===== src/rtl/hazard_ctrl.sv =====
`default_nettype none
// ============================================================================
// Module   : hazard_ctrl
// Purpose  : Load-use / branch hazard control and multi-cycle MDU sequencing
//            for the 5-stage MIPS pipeline (ID-stage companion of forwarding).
// Revision : 1.0  initial release
// ============================================================================
module hazard_ctrl #(
  parameter int MDU_LAT = 4,
  parameter int CNT_W   = 4
) (
  input  logic       clk_i,
  input  logic       rst_i,
  input  logic [4:0] ID_Rs,
  input  logic [4:0] ID_Rt,
  input  logic       ID_use_rt,
  input  logic       ID_EX_memread,
  input  logic [4:0] ID_EX_Rt,
  input  logic       ID_mdu,
  input  logic       ID_hilo_rd,
  input  logic       EX_branch_taken,
  output logic       pc_write,
  output logic       IF_ID_write,
  output logic       IF_ID_flush,
  output logic       ID_EX_flush,
  output logic       mdu_start,
  output logic       mdu_busy,
  output logic       hilo_we
);

  localparam logic [CNT_W-1:0] C_MDU_LAT = CNT_W'(MDU_LAT);
  localparam logic [CNT_W-1:0] C_CNT_ONE = CNT_W'(1);

  typedef enum logic [0:0] {
    ST_IDLE = 1'b0,
    ST_BUSY = 1'b1
  } state_t;

  state_t           r_state;
  state_t           w_state_nxt;
  logic [CNT_W-1:0] r_cnt;
  logic [CNT_W-1:0] w_cnt_nxt;
  logic             w_load_use;
  logic             w_stall;
  logic             w_last;

  // Busy is a pure decode of the registered state, never of the inputs.
  assign mdu_busy = (r_state == ST_BUSY);

  // Final cycle of an MDU operation: HI/LO get written here.
  assign w_last = (r_state == ST_BUSY) && (r_cnt == C_CNT_ONE);

  // Load-use hazard; $0 is never a real dependency.
  assign w_load_use = ID_EX_memread && (ID_EX_Rt != 5'd0) &&
                      ((ID_EX_Rt == ID_Rs) || (ID_use_rt && (ID_EX_Rt == ID_Rt)));

  // HI/LO readers and new MDU ops must wait while an op is in flight.
  assign w_stall = w_load_use || (mdu_busy && (ID_hilo_rd || ID_mdu));

  // State and latency counter register; reset aborts any in-flight op.
  always_ff @(posedge clk_i) begin
    if (!rst_i) begin
      r_state <= ST_IDLE;
      r_cnt   <= '0;
    end else begin
      r_state <= w_state_nxt;
      r_cnt   <= w_cnt_nxt;
    end
  end

  // Pipeline controls: branch squash beats stall, stall beats normal flow.
  always_comb begin
    pc_write    = 1'b1;
    IF_ID_write = 1'b1;
    IF_ID_flush = 1'b0;
    ID_EX_flush = 1'b0;
    mdu_start   = 1'b0;
    hilo_we     = 1'b0;
    if (!rst_i) begin
      pc_write    = 1'b0;
      IF_ID_write = 1'b0;
      IF_ID_flush = 1'b1;
      ID_EX_flush = 1'b1;
    end else begin
      hilo_we = w_last;
      if (EX_branch_taken) begin
        IF_ID_flush = 1'b1;
        ID_EX_flush = 1'b1;
      end else if (w_stall) begin
        pc_write    = 1'b0;
        IF_ID_write = 1'b0;
        ID_EX_flush = 1'b1;
      end else begin
        mdu_start = ID_mdu;
      end
    end
  end

  // MDU sequencer next state; a branch never cancels an older MDU op.
  always_comb begin
    w_state_nxt = r_state;
    w_cnt_nxt   = r_cnt;
    case (r_state)
      ST_IDLE: begin
        if (mdu_start) begin
          w_state_nxt = ST_BUSY;
          w_cnt_nxt   = C_MDU_LAT;
        end
      end
      ST_BUSY: begin
        if (w_last) begin
          w_state_nxt = ST_IDLE;
          w_cnt_nxt   = '0;
        end else begin
          w_cnt_nxt = r_cnt - C_CNT_ONE;
        end
      end
      default: begin
        w_state_nxt = ST_IDLE;
        w_cnt_nxt   = '0;
      end
    endcase
  end

endmodule
`default_nettype wire

===== config.mk =====
export PLATFORM = sky130hd
export DESIGN_NAME = hazard_ctrl
export DESIGN_NICKNAME = d
export VERILOG_FILES = /design/src/rtl/hazard_ctrl.sv
export SDC_FILE = /design/constraint.sdc
export NUM_CORES = 1
export LEC_CHECK = 0
export CORE_UTILIZATION = 40
export DETAILED_ROUTE_END_ITERATION = 10
export PLACE_DENSITY = 0.82
export RECOVER_POWER = 25
export REMOVE_ABC_BUFFERS = 1
export SYNTH_ARGS = -nofsm -noshare
export SYNTH_HDL_FRONTEND = slang
export SYNTH_SLANG_ARGS = --single-unit

===== constraint.sdc =====
create_clock -name clk_i -period 4 [get_ports clk_i]
set_input_delay 0.8 -clock clk_i [delete_from_list [all_inputs] [get_ports clk_i]]
set_output_delay 0.8 -clock clk_i [all_outputs]
set_load 0.05 [all_outputs]

==> results.cfg <==
[clock_tree]
cts_num_sinks = 5
post_cts_resized = 0
cts_tree = built
clkLatencyLatePin_ps = 250
postCtsSetupRepairBufs = 0
h-tree-depth = 1
clock-root-buffer = clkbuf_4
hold_buffers = 0
cts_buffer_depth = 2
clkTransAtPathRegs_ps = 50
numCtsBuffers = 3

[sta]
tightest_slew_ps = 501.4
fmax_mhz = 284.7
rsz0062_at_grt = no
fin_crit_sh = 0.8782
drv_slew = 0
period_minus_slack_ps = 3513
relSlewSlack = 0.6650
fin_skew_ps = 0.1830
final-hold-violation-count = 0
final-setup-viol-count = 0
setup_tns_ps = 0

[drt]
first_pass_iters = 4
wl_per_cell_um = 12.51
postRouteAntennaNets = 0
vias_per_cell = 5.409
vias = 622
totalWireLength_mm = 1.439
drc = 0
drt_iter0_drc = 23

[power_and_ir_drop]
leakage_nw = 0.3058
power_density_nw_per_um2 = 240.9
p_total_w = 0.0002013
ir_worst_vdd_mv = 0.1379

[critical_path]
cpMaxStageDelayCell = dlygate4sd3_1
critPathMaxStageDelay_ps = 590
required_ps = 3200
reg2reg_depth = 6
worst_setup_path_end_kind = output pin
path_max_fanout = 5
startpoint_type = primary input
criticalPathCategory = in2out
worst_ep_arrival_time_ps = 2710
path_cells = dlygate4sd3_1 > or4_1 > o21a_1 > a31oi_2 > buf_4

[floorplanning]
start_util = 0.4557
rows = 12
pin_count = 29
dieArea_um2 = 1502
die_h_um = 38.76
die_x_um = 38.76
core_um2 = 1186

[synth]
ys_seq_area_frac = 0.1852
ys_top_cells_by_area = dfxtp_1 (19%), xnor2_1 (16%), nand2_1 (4.9%)
synth_area_per_cell_um2 = 7.613
netlist_area_um2 = 540.5
synth_warnings = 0
synth_cell_type_count = 32
ys_ff_latch = 5
netlist.top_cell.by_area = dfxtp_1
synth_cells = 71
synth_top_area_frac = 0.1852

[grt]
antenna_found_initial = 0
grt_pass1_vias = 565
grt_pass1_wl_mm = 2.332
grt_usage = 0.2253
grt_overflow = 0
grt_max_degree = 15

[placement]
dp_cells = 111
placedInstanceArea_um2 = 820.8
dp_hpwl_mm = 1.156
io_buffers = 28
place.gp.congestion = 0.8221

[final_layout]
fin_nets = 126
area_growth_syn_to_layout_pct = 54.63
layout_commonest_cell = clkdlybuf4s50_1
instances_no_fill = 115
fin_area_um2 = 835.8
num_antenna_cells = 0
layout_common_cells = clkdlybuf4s50_1 (23), xnor2_1 (10), nand2_1 (7)
fillers = 98
drive_gt1_frac = 0.1089

[run]
drv_cap = 0

[min_path]
hold_path.class = reg2reg
hold_depth = 2

[run_status]
status = complete, no violations
[routing by layer]
metal  track usage  share of wire  wire, um
met5             0              0         0
met4       0.07759          0.019        27
met3       0.05202          0.049        70
met2        0.3750           0.47       675
met1        0.2793           0.46       665
[kinds of logic (layout without fill, tap and decap cells)]
group                      Yosys count  count (layout)  share of synthesized area
AOI/OAI and AO/OA                   21              21                     0.2616
xor gates and xnor gates            10              10                     0.1620
adders and majority gates            2               2                    0.04629
buffers and inverters                6              36                    0.04862
DFF                                  5               5                     0.1852
and+or+nand+nor                     27              27                     0.2963
[synth_stat cells]
| cell | count |
|---|---|
| o21a_4 | 1 |
| nand4b_1 | 1 |
| or4b_1 | 1 |
| nand4_1 | 1 |
| a21oi_1 | 4 |
| and3_1 | 2 |
| inv_1 | 3 |
| or4_4 | 1 |
| nand3b_1 | 2 |
| o22a_1 | 1 |
| nor2b_1 | 1 |
| a31oi_1 | 1 |
| o22ai_1 | 1 |
| o21ai_2 | 1 |
| xnor2_1 | 10 |
| a21bo_2 | 1 |
| nand3_1 | 1 |
| o21ai_1 | 5 |
| nand4bb_1 | 1 |
| nand2_1 | 7 |
| a31oi_2 | 1 |
| clkbuf_1 | 2 |
| nor3_1 | 2 |
| dfxtp_1 | 5 |
| nor2_1 | 4 |
| o21ai_0 | 4 |
| and2_1 | 1 |
| nor3b_1 | 1 |
| ha_1 | 2 |
| and3b_1 | 1 |
| buf_4 | 1 |
| o2111ai_1 | 1 |
[sequential cells by signal, indices dropped and copies added, names as in the netlist]
signal	count
mdu_busy	1
r_cnt	4
[critical path, delay by kind of cell]
| kind | cells | cell delay, ps |
|---|---|---|
| buffers and inverters | 2 | 830 |
| and+or+nand+nor | 1 | 590 |
| AOI/OAI and AO/OA | 2 | 500 |
[area by class of cell]
class | count | area (um^2) | share of cell area
tap | 14 | 17.52 | 0.02096
inverter | 3 | 11.26 | 0.01347
timing repair buffer | 29 | 277.8 | 0.3323
sequential | 5 | 100.1 | 0.1198
clock buffer | 4 | 26.28 | 0.03144
multi-input combinational | 60 | 402.9 | 0.4820
[per-stage QoR]
step	hold WS [ps]	util	worst slack, ps
2_1_floorplan	491.6	-	649.7
3_3_place_gp	547.0	0.6920	726.7
3_5_place_dp	531.1	0.6920	677.0
4_1_cts	540.7	0.7141	666.0
5_1_grt	573.1	0.7046	435.0
6_report	543.8	0.7046	487.2
[power breakdown]
| part | total [W] | switching [W] | internal (W) |
|---|---|---|---|
| Sequential | 0.0000580 | 0.00000444 | 0.0000536 |
| Clock | 0.0000613 | 0.0000235 | 0.0000379 |
| Combinational | 0.0000819 | 0.0000402 | 0.0000417 |
| Total | 0.000201 | 0.0000681 | 0.000133 |
[path summary, 6_finish.rpt]
path                             startpoint  endpoint  slack, ps
worst max-delay path            ID_EX_Rt[1]  pc_write        490
worst min-delay path               r_cnt[3]  r_cnt[3]        540
worst min register to register     r_cnt[3]  r_cnt[3]        540
worst max register to register     r_cnt[1]  r_cnt[2]       2400
(Power assumes the default switching activity.)
